===== src/rtl/gtech_xorn_pipe.sv =====
// Pipelined WIDTH-bit XOR/XNOR/accumulate cell with valid/ready handshake.
// Define GTECH_XORN_PARITY_EN to build the even-parity output P (tied to 0 otherwise).
module gtech_xorn_pipe #(
    parameter int WIDTH  = 8,
    parameter int STAGES = 2
) (
    input  logic             CLK,
    input  logic             RST,
    input  logic             IN_VALID,
    output logic             IN_READY,
    input  logic [WIDTH-1:0] A,
    input  logic [WIDTH-1:0] B,
    input  logic [1:0]       MODE,
    output logic             OUT_VALID,
    input  logic             OUT_READY,
    output logic [WIDTH-1:0] Z,
    output logic             P
);

    localparam logic [1:0] MODE_XOR  = 2'b00;
    localparam logic [1:0] MODE_ACC  = 2'b01;
    localparam logic [1:0] MODE_LOAD = 2'b10;
    localparam logic [1:0] MODE_XNOR = 2'b11;

    logic [STAGES-1:0] vld;
    logic [STAGES-1:0] ld;
    logic [WIDTH-1:0]  dat [STAGES];
    logic [WIDTH-1:0]  acc;
    logic [WIDTH-1:0]  res;
    logic              accept;

    // A stage loads when empty or when its successor loads; bubbles collapse.
    always_comb begin : load_chain
        logic carry;
        carry = OUT_READY;
        ld    = '0;
        for (int k = STAGES - 1; k >= 0; k--) begin
            ld[k] = ~vld[k] | carry;
            carry = ld[k];
        end
    end

    assign IN_READY = ld[0];
    assign accept   = IN_VALID & IN_READY;

    always_comb begin
        res = A ^ B;
        case (MODE)
            MODE_XOR:  res = A ^ B;
            MODE_ACC:  res = acc ^ A ^ B;
            MODE_LOAD: res = A ^ B;
            MODE_XNOR: res = ~(A ^ B);
            default:   res = A ^ B;
        endcase
    end

    always_ff @(posedge CLK) begin
        if (RST) begin
            acc    <= '0;
            vld[0] <= 1'b0;
            dat[0] <= '0;
        end else begin
            if (accept && (MODE == MODE_ACC || MODE == MODE_LOAD))
                acc <= res;
            if (ld[0]) begin
                vld[0] <= accept;
                if (accept)
                    dat[0] <= res;
            end
        end
    end

    for (genvar k = 1; k < STAGES; k++) begin : g_stage
        always_ff @(posedge CLK) begin
            if (RST) begin
                vld[k] <= 1'b0;
                dat[k] <= '0;
            end else if (ld[k]) begin
                vld[k] <= vld[k-1];
                if (vld[k-1])
                    dat[k] <= dat[k-1];
            end
        end
    end

    assign OUT_VALID = vld[STAGES-1];
    assign Z         = dat[STAGES-1];

`ifdef GTECH_XORN_PARITY_EN
    // Parity travels alongside the data so it holds exactly when Z holds.
    logic par [STAGES];

    always_ff @(posedge CLK) begin
        if (RST)
            par[0] <= 1'b0;
        else if (ld[0] && accept)
            par[0] <= ^res;
    end

    for (genvar k = 1; k < STAGES; k++) begin : g_par
        always_ff @(posedge CLK) begin
            if (RST)
                par[k] <= 1'b0;
            else if (ld[k] && vld[k-1])
                par[k] <= par[k-1];
        end
    end

    assign P = par[STAGES-1];
`else
    assign P = 1'b0;
`endif

endmodule


===== config.mk =====
export PLATFORM = sky130hd
export DESIGN_NAME = gtech_xorn_pipe
export DESIGN_NICKNAME = d
export VERILOG_FILES = /design/src/rtl/gtech_xorn_pipe.sv
export SDC_FILE = /design/constraint.sdc
export NUM_CORES = 1
export LEC_CHECK = 0
export CAP_MARGIN = 15
export CELL_PAD_IN_SITES_DETAIL_PLACEMENT = 1
export CELL_PAD_IN_SITES_GLOBAL_PLACEMENT = 1
export CORE_MARGIN = 2
export CORE_UTILIZATION = 40
export DETAILED_ROUTE_END_ITERATION = 12
export DONT_BUFFER_PORTS = 1
export PLACE_DENSITY_LB_ADDON = 0.1
export SKIP_CTS_REPAIR_TIMING = 1
export SYNTH_ARGS = -nofsm -noshare
export SYNTH_HDL_FRONTEND = slang
export SYNTH_SLANG_ARGS = --single-unit
export TNS_END_PERCENT = 1

===== constraint.sdc =====
create_clock -name CLK -period 2.4 [get_ports CLK]
set_clock_uncertainty 0.05 [all_clocks]
set_input_delay 0.12 -clock CLK [delete_from_list [all_inputs] [get_ports CLK]]
set_output_delay 0.12 -clock CLK [all_outputs]
set_load 0.01 [all_outputs]

==> qor.csv, run 1 <==
stage,metric,value,unit
status,status,completed,
cells_and_area,area.growth.synth_to_final,7.78,%
detailed_routing,num_vias,1129,
clocking,clkTransAtPathRegs,100,ps
sta,final_hold_viol_count,0,
die,rows,22,
sta,drv_slew,0,
sta,rsz0062_at_grt,false,
clocking,htree_levels,1,
clocking,cts_tree,done,
synth,avgSynthCellArea,10.2,sq um
synth,synth_area_leaders,"edfxtp_1 (30%), dfxtp_1 (13%), a2111oi_2 (5.7%)",
setup_path,r2r_start,OUT_VALID,
setup_path,critical_path_required,2540,ps
cells_and_area,diodes,0,
setup_path,reg2reg_slack,760,ps
sta,setup_viol,0,
setup_path,r2r_cells,4,
sta,worst_pin_slew,708,ps
die,die_w,67.1,microns
pwr,vdd_drop_max,319,uV
detailed_routing,viasPerCell,5.51,
clocking,clock-sinks,26,
detailed_routing,wl,3270,microns
synth,ys_seq_area_share,42.7,%
global_route,overflow,0,
global_route,grt_pass1_vias,1116,
clocking,clkLatencyLatePin,270,ps
global_route,grt_pass1_wl,5370,microns
synth,synth_nets,182,
clocking,clockBufferDepth,2,
placed_design,dp_hpwl,2330,microns
die,die_h,67.1,microns
sta,timing.fmax,0.610,GHz
cells_and_area,final_nets,184,
setup_path,end_kind,register,
synth,synthCells,156,
die,start_util,42.5,%
synth,yosysTopAreaCellShare,30.2,%
flow_run,drv_cap,0,
detailed_routing,first_pass_iters,4,
synth,synth_area,1590,sq um
detailed_routing,drtIter0Drc,17,
die,die_area,4500,sq um
synth,yosysTopAreaCell,edfxtp_1,
die,core_region_area,3740,sq um
setup_path,endpoint,acc[5],
detailed_routing,drcViolationCount,0,
detailed_routing,ant_nets,0,
clocking,root_buffer,clkbuf_8,
hold_path,hp-start,OUT_READY,
cells_and_area,fin_area,1720,sq um
global_route,grt_max_degree,17,
cells_and_area,final_layout_size_suffix_gt1_share,17.8,%
setup_path,cp-startpoint,OUT_VALID,
placed_design,place_area,1630,sq um
hold_path,hold_path_class,in -> reg,
sta,slew_headroom,52.6,%
pwr,power.density,640,nW/um^2
sta,period_share,68.3,%
setup_path,worstPathArrival,1780,ps
detailed_routing,wire_per_inst,15.9,microns
synth,ys_ff_latch,26,
sta,fin_crit,1640,ps
global_route,antenna_found_initial,0,
pwr,leakagePower,0.699,nW
die,io_pins,33,
global_route,grt_use_total,16.2,%
sta,fin_setup_tns,0,ps
setup_path,crit_path_max_fanout,9,
placed_design,portBuffers,0,
synth,ys.warnings.count,0,
setup_path,start_kind,register,
setup_path,reg2reg_to,acc[5],
setup_path,critPathKind,reg -> reg,
synth,synth.distinct_cells,33,
clocking,cts_buffers,3,
placed_design,gp_congestion,0.761,
==> worst min path at each step <==
stage	endpoint	slack [ps]	cells after the start
global placement	acc[5]	140	1
detailed placement	acc[5]	140	1
finish	OUT_VALID	4	3
floorplan	acc[0]	140	1
global route	OUT_VALID	3	3
CTS	acc[5]	-160	1
==> synthesized netlist by cell type, drive strengths merged <==
library cell / number
nor2: 18
edfxtp: 16
a21oi: 14
inv: 11
dfxtp: 10
and2: 8
mux2i: 8
or2: 8
xor2: 8
nand2: 7
nand3: 7
a2111oi: 6
a211o: 6
buf: 4
ha: 4
clkbuf: 3
o21ai: 3
mux2: 2
xnor2: 2
a211oi: 1
a221oi: 1
and3: 1
conb: 1
nand2b: 1
nand3b: 1
nor3: 1
nor4b: 1
o2111ai: 1
o311ai: 1
or2b: 1
==> cell usage in the layout (no fill, tap or decap), types with 2 or more instances in the layout <==
cell | synthesis | layout
buf_4 | 2 | 2
mux2_2 | 2 | 2
inv_1 | 11 | 11
a211o_1 | 6 | 6
xor2_1 | 8 | 8
xnor2_1 | 2 | 2
dlygate4sd3_1 | 0 | 2
and2_1 | 8 | 8
a21oi_1 | 14 | 14
dfxtp_1 | 10 | 10
nand3_1 | 7 | 7
o21ai_0 | 3 | 3
edfxtp_1 | 16 | 16
a2111oi_2 | 6 | 6
clkbuf_8 | 0 | 3
mux2i_1 | 8 | 8
nor2_1 | 18 | 18
nand2_1 | 6 | 6
or2_2 | 8 | 8
ha_1 | 4 | 4
==> state kept, by name (all words and copies together), names as in the netlist <==
register	flops
dat	16
acc	8
OUT_VALID	1
vld	1
==> layout make-up <==
cell class | count | area [sq um]
Fill cell | 448 | 2030
Multi-Input combinational cell | 112 | 828
Sequential cell | 26 | 681
Tap cell | 48 | 60.1
Clock buffer | 3 | 41.3
Inverter | 11 | 41.3
Timing Repair Buffer | 4 | 35.0
Clock inverter | 1 | 30.0
==> logic make-up (layout without fill, tap and decap cells) <==
| family | after synthesis | in the layout | share of synthesized area, % |
|---|---|---|---|
| simple gates | 54 | 54 | 19.5 |
| compound gates | 33 | 33 | 17.2 |
| mux | 10 | 10 | 6.44 |
| xor+xnor | 10 | 10 | 5.50 |
| buf+inv | 18 | 19 | 5.26 |
| flops | 26 | 26 | 42.7 |
| other cells | 1 | 1 | 0.235 |
| fa+ha+maj | 4 | 4 | 3.14 |
==> report_power, final <==
group / leakage, nW / switching, W / internal [W]
sequential: 0.256 / 0.0000196 / 0.000510
clock: 0.0357 / 0.000140 / 0.000223
combinational: 0.407 / 0.000119 / 0.0000874
total: 0.699 / 0.000278 / 0.000821
==> routing by layer <==
layer | up-vias | GRT usage, % | wire length [microns]
li1 | 552 | - | -
met1 | 547 | 19.1 | 1480
met2 | 28 | 29.3 | 1640
met3 | 2 | 4.22 | 131
met4 | 0 | 3.57 | 18
met5 | - | 0 | 0
==> metrics by stage <==
| step | total power [W] | cells | utilization, % | hold WS (ps) | setup WS (ps) |
|---|---|---|---|---|---|
| 2_1_floorplan | 0.000706 | 156 | - | 139 | 961 |
| 3_3_place_gp | 0.000728 | 199 | 43.4 | 139 | 802 |
| 3_5_place_dp | 0.000739 | 199 | 43.4 | 143 | 748 |
| 4_1_cts | 0.00110 | 203 | 45.3 | -156 | 750 |
| 5_1_grt | 0.00116 | 205 | 45.9 | 3.41 | 608 |
| 6_report | 0.00110 | 205 | 45.9 | 3.52 | 762 |
==> critical path, cell delays in order, from the launching register on <==
cell and delay, ps:
dfxtp_1 390, nand3b_4 180, and3_1 430, o311ai_0 240, a221oi_2 260
Note: power is estimated with default switching activity, not from simulation.
==> inputs of run 2 (changes only) <==
- clock period: 2.4 -> 1.3 ns (I/O delays scaled with it)
==> run 2 against run 1 <==
The run now ends with hold timing, setup timing left. Core utilization up 8.4 points. Die area unchanged. First-iteration DRC count rose to 2.7 times the previous value. Worst setup slack worse by 790 ps. Routed wire length up 13%. Non-clock buffer count up 22. Sequential power up 85%. Register-to-register slack worse by 790 ps. Final cell count up 11%. Largest cell class unchanged. Highest routed layer unchanged.
==> qor.csv, run 2 (same netlist as run 1, synthesis figures left out) <==
stage,metric,value,unit,change
clocking,cts_tree,done,,
setup_path,r2r_start,vld[0],,
cells_and_area,largest_register_ffs,16,,unchanged
global_route,grt_max_degree,16,,-1
sta,setup_slack,-26.3,ps,-788 ps
global_route,met3_usage,2.87,%,-1.4 points
clocking,htree_levels,1,,unchanged
status,status,finished with violations,,
setup_path,endpoint,acc[5],,
cells_and_area,layout_common_cells,"buf_4 (21), edfxtp_1 (16), nor2_1 (15)",,
cells_and_area,regMostFlops,dat,,
sta,period_share,102,%,+34 points
placed_design,portBuffers,0,,unchanged
cells_and_area,final_nets,206,,+12%
sta,drv_slew,0,,unchanged
die,die_h,67.1,microns,unchanged
global_route,use_met1,17.9,%,-1.1 points
pwr,power.density,1070,nW/um^2,+68%
die,die_area,4500,sq um,unchanged
sta,hold_slack,-213,ps,-217 ps
clocking,clkTransAtPathRegs,100,ps,about the same
global_route,use_met2,32.9,%,+3.6 points
detailed_routing,first_pass_iters,4,,unchanged
clocking,clkLatencyLatePin,280,ps,about the same
detailed_routing,drcViolationCount,0,,unchanged
setup_path,critPathKind,reg -> reg,,
global_route,grt_busiest_layer,met2,,
placed_design,place_area,1800,sq um,+11%
cells_and_area,layout_commonest_cell,buf_4,,
pwr,leakagePower,0.820,nW,+17%
sta,rsz0062_at_grt,true,,
clocking,cts_buffers,3,,unchanged
die,core_region_area,3740,sq um,unchanged
detailed_routing,drtIter0Drc,46,,+29
detailed_routing,viasPerCell,5.35,,-2.9%
clocking,clockBufferDepth,2,,unchanged
setup_path,reg2reg_slack,-30,ps,-790 ps
placed_design,placedCellCount,222,,+12%
clocking,root_buffer,clkbuf_8,,
global_route,antenna_found_initial,0,,unchanged
global_route,overflow,0,,unchanged
sta,fin_crit,1330,ps,-312 ps
global_route,grt_pass1_vias,1223,,+9.6%
pwr,vdd_drop_max,619,uV,+94%
die,die_w,67.1,microns,unchanged
setup_path,r2r_cells,6,,+2
setup_path,crit_path_max_fanout,4,,-5
setup_path,reg2reg_to,acc[5],,
setup_path,cp-startpoint,vld[0],,
cells_and_area,stdcell_count,227,,+11%
cells_and_area,area.growth.synth_to_final,27.4,%,
cells_and_area,reg_top3,"dat: 16 flops, acc: 8 flops",,
flow_run,drv_cap,0,,unchanged
setup_path,worstPathArrival,1430,ps,-350 ps
placed_design,gp_congestion,0.771,,+1.3%
die,rows,22,,unchanged
cells_and_area,diodes,0,,unchanged
detailed_routing,wire_per_inst,16.2,microns,+1.6%
setup_path,critical_path_required,1400,ps,-1140 ps
die,start_util,42.5,%,unchanged
setup_path,end_kind,register,,
clocking,clock-sinks,26,,unchanged
sta,final_hold_viol_count,10,,+10
cells_and_area,final_layout_size_suffix_gt1_share,37.4,%,+20 points
die,io_pins,33,,unchanged
detailed_routing,ant_nets,0,,unchanged
detailed_routing,wl,3680,microns,+13%
sta,setup_viol,4,,+4
hold_path,hold_path_class,in -> reg,,
global_route,grt_use_total,17.0,%,+0.81 points
placed_design,dp_hpwl,2740,microns,+18%
cells_and_area,fin_area,2030,sq um,+18%
sta,timing.fmax,0.754,GHz,+24%
global_route,grt_pass1_wl,5530,microns,+3.1%
detailed_routing,num_vias,1214,,+7.5%
status,violations,"hold timing, setup timing",,
setup_path,start_kind,register,,
-- run 2: layer usage --
| metal | wire length [microns] | vias to the layer above | share of wire [%] |
|---|---|---|---|
| met5 | 0 | - | 0 |
| met4 | 53 | 0 | 1.4 |
| met3 | 79 | 5 | 2.1 |
| met2 | 2050 | 20 | 56 |
| met1 | 1500 | 593 | 41 |
| li1 | - | 596 | - |
-- run 2: final cells by class --
cell class,count,area (sq um)
fill,422,1710
multi-input combinational,112,960
sequential,26,683
timing repair buffer,26,214
tap,48,60.1
clock buffer,3,41.3
inverter,11,41.3
clock inverter,1,30.0
-- run 2: worst max-delay path: stages, from the launching register on --
cell and delay [ps]:
dfxtp_2 350, nand3b_4 110, buf_6 110, nand2_4 50, nor4b_4 270, buf_6 200
a221oi_4 70
-- run 2: metrics by stage --
stage / setup TNS [ps] / util, % / setup WS [ps] / power [W]
after floorplan: -552 / - / -63.8 / 0.00130
after global routing: -735 / 54.2 / -86.7 / 0.00227
after global placement: -2240 / 48.2 / -135 / 0.00140
final: -53.0 / 54.2 / -26.3 / 0.00218
after detailed placement: -3930 / 48.2 / -201 / 0.00143
after CTS: -3950 / 50.1 / -215 / 0.00212
-- run 2: report_power, final --
part           leakage, nW  total, W  switching, W  internal (W)
logic                0.528  0.000504      0.000260      0.000244
clock network       0.0357  0.000696      0.000283      0.000413
registers            0.257  0.000979     0.0000367      0.000942
total                0.820   0.00218      0.000579       0.00160
-- run 2: worst min-delay path by stage --
| stage | startpoint | to | slack (ps) | cells past startpoint |
|---|---|---|---|---|
| 2_1_floorplan | RST | acc[0] | 80 | 1 |
| 3_3_place_gp | RST | OUT_VALID | 80 | 1 |
| 3_5_place_dp | RST | OUT_VALID | 90 | 1 |
| 4_1_cts | RST | acc[2] | -220 | 1 |
| 5_1_grt | RST | acc[0] | -230 | 1 |
| 6_report | RST | acc[0] | -210 | 1 |
==> inputs of run 3 (changes only) <==
- ABC_AREA: not set -> 1
==> run 3 against run 2 <==
The run now ends clean. Clock power shrank 33%. Clock-buffer cell count is the same. Flip-flop and latch count is the same. Synthesized cell count grew 37%. Highest routed layer unchanged.
==> qor.csv, run 3 <==
stage,metric,value,unit,change
sta,final_hold_viol_count,0,,-10
global_route,grt_max_degree,14,,-2
sta,setup_viol,0,,-4
setup_path,r2r_start,vld[0],,
clocking,htree_levels,1,,unchanged
global_route,grt_use_total,20.1,%,+3.1 points
placed_design,dp_hpwl,3070,microns,+12%
pwr,power.density,1040,nW/um^2,-3.1%
placed_design,portBuffers,0,,unchanged
synth,synthAdderAreaFrac,3.21,%,+0.071 points
setup_path,cp-startpoint,vld[0],,
die,rows,22,,unchanged
cells_and_area,largest_register_ffs,16,,unchanged
setup_path,cp_common_cell,nand3_4,,
hold_path,hp-start,OUT_READY,,
cells_and_area,final_layout_size_suffix_gt1_share,5.94,%,-31 points
placed_design,place_area,1640,sq um,-9.0%
synth,synthArstFlopShare,0,%,unchanged
cells_and_area,stdcell_count,267,,+18%
detailed_routing,ant_nets,0,,unchanged
cells_and_area,fin_area,1710,sq um,-16%
clocking,cts_buffers,3,,unchanged
setup_path,crit_path_max_fanout,9,,+5
placed_design,placedCellCount,262,,+18%
die,die_w,66.4,microns,-1.0%
global_route,grt_pass1_wl,6570,microns,+19%
global_route,grt_pass1_vias,1486,,+22%
clocking,clkTransAtPathRegs,90,ps,about the same
cells_and_area,regMostFlops,dat,,
sta,worst_pin_slew,509,ps,
clocking,root_buffer,clkbuf_8,,
cells_and_area,diodes,0,,unchanged
setup_path,critical_path_required,1430,ps,+30 ps
die,die_h,66.4,microns,-1.0%
die,core_region_area,3720,sq um,-0.74%
placed_design,pre_cts_slack,37.6,ps,+239 ps
die,io_pins,33,,unchanged
sta,fin_crit,1200,ps,-127 ps
detailed_routing,first_pass_iters,4,,unchanged
clocking,clkLatencyLatePin,270,ps,about the same
synth,synth-compound-area-share,5.78,%,-11 points
synth,synth-xor-area-share,0,%,-5.5 points
detailed_routing,wl,4180,microns,+14%
synth,synth_nets,239,,+31%
clocking,clockBufferDepth,2,,unchanged
setup_path,critPathKind,reg -> reg,,
synth,synth_area,1560,sq um,-2.2%
synth,avgSynthCellArea,7.31,sq um,-28%
status,status,completed,,
setup_path,end_kind,register,,
synth,synth_mux_area_share,0,%,-6.4 points
synth,yosysMostFrequentCell,nand3_1,,
flow_run,drv_cap,0,,unchanged
hold_path,hold_path_class,in -> reg,,
cells_and_area,utilization,46.0,%,-8.2 points
sta,slew_headroom,65.9,%,
synth,yosysTopAreaCell,edfxtp_1,,
placed_design,gp_congestion,0.700,,-9.2%
synth,synth_top_family_by_area,simple AND/OR/NAND/NOR gates,,
die,die_area,4410,sq um,-2.1%
synth,ys_seq_area_share,43.7,%,+0.96 points
setup_path,cp_cell_sequence,"nand3_4, nand3_4, inv_4, nand3_1, nand2_1, inv_1",,
setup_path,slowest_stage,dfxtp_1,,
detailed_routing,drcViolationCount,0,,unchanged
detailed_routing,num_vias,1415,,+17%
setup_path,worstPathArrival,1330,ps,-100 ps
sta,period_share,92.2,%,-9.8 points
synth,dominantRegCellSynth,edfxtp_1,,
detailed_routing,viasPerCell,5.30,,-0.90%
sta,drv_slew,0,,unchanged
synth,yosysTopAreaCellShare,30.8,%,+0.68 points
synth,synth-edff-count,16,,unchanged
detailed_routing,wire_per_inst,15.7,microns,-3.4%
sta,setup_slack,101,ps,+127 ps
sta,timing.fmax,0.834,GHz,+11%
synth,synthCells,213,,+37%
setup_path,slowest_delay,360,ps,about the same
cells_and_area,final_nets,247,,+20%
clocking,clock-sinks,26,,unchanged
global_route,overflow,0,,unchanged
synth,synth_commonest_cells,"nand3_1 (58), inv_1 (46), nand2_1 (45), a21oi_1 (18), edfxtp_1 (16)",,
pwr,vdd_drop_max,376,uV,-39%
synth,ys_ff_latch,26,,unchanged
sta,fin_setup_tns,0,ps,+53.0 ps
pwr,leakagePower,0.830,nW,+1.1%
clocking,cts_tree,done,,
setup_path,crit_buf_inv,2,,unchanged
cells_and_area,layout_common_cells,"nand3_1 (57), inv_1 (46), nand2_1 (44)",,
cells_and_area,layout_commonest_cell,nand3_1,,
cells_and_area,area.growth.synth_to_final,9.80,%,
detailed_routing,drtIter0Drc,55,,+20%
synth,ys.warnings.count,0,,unchanged
cells_and_area,reg_top3,"dat: 16 flops, acc: 8 flops",,
setup_path,start_kind,register,,
global_route,antenna_found_initial,0,,unchanged
die,start_util,41.9,%,-0.63 points
synth,synth_area_leaders,"edfxtp_1 (31%), nand3_1 (19%), dfxtp_1 (13%)",,
synth,synthSimpleGateAreaFrac,34.4,%,+15 points
synth,synth.distinct_cells,14,,-58%
setup_path,critPathTopFamily,simple AND/OR/NAND/NOR gates,,
sta,rsz0062_at_grt,false,,
## run 3: cell count changes after synthesis, moves of 8 or more
cell / before / now
nand3_1: 7 / 58
nand2_1: 6 / 45
inv_1: 11 / 46
nor2_1: 18 / 8
and2_1: 8 / 0
mux2i_1: 8 / 0
or2_2: 8 / 0
xor2_1: 8 / 0
## run 3: logic make-up (layout without fill, tap and decap cells)
| logic type | count (synthesis) | count (layout) |
|---|---|---|
| and+or+nand+nor | 114 | 114 |
| DFF | 26 | 26 |
| other | 1 | 1 |
| adders and majority gates | 4 | 4 |
| AOI/OAI and AO/OA | 18 | 18 |
| buffers and inverters | 50 | 56 |
## run 3: area by class of cell
class | count | area, sq um
Sequential cell | 26 | 681
Inverter | 47 | 179
Multi-Input combinational cell | 137 | 687
Tap cell | 48 | 60.1
Fill cell | 479 | 2010
Clock buffer | 3 | 41.3
Timing Repair Buffer | 6 | 62.6
## run 3: routing by layer
layer,up-vias,wire (microns),track usage (%)
met5,-,0,0
li1,701,-,-
met1,681,1790,22.1
met3,4,140,3.41
met4,0,50,7.14
met2,29,2200,38.3
## run 3: metrics by stage
stage	hold slack [ps]	power, W
global placement	87.4	0.00130
finish	41.5	0.00178
floorplan	182	0.00124
global route	65.7	0.00186
detailed placement	88.5	0.00132
CTS	-201	0.00178
## run 3: worst register-to-register path, delay by kind of cell, from the launching register on
family | cells | cell delay [ps]
flip-flops | 1 | 360
buffers and inverters | 2 | 210
AND/OR/NAND/NOR | 4 | 480
## run 3: worst paths after layout
path              slack, ps   endpoint  cells past startpoint
hold / removal           40     vld[0]                      3
setup reg to reg        100     acc[0]                      6
hold reg to reg         510  OUT_VALID                      2
setup / recovery        100     acc[0]                      6
## run 3: power by group
part	total, W	internal (W)	switching [W]
Clock	0.000464	0.000208	0.000256
Combinational	0.000338	0.000117	0.000220
Sequential	0.000978	0.000942	0.0000360
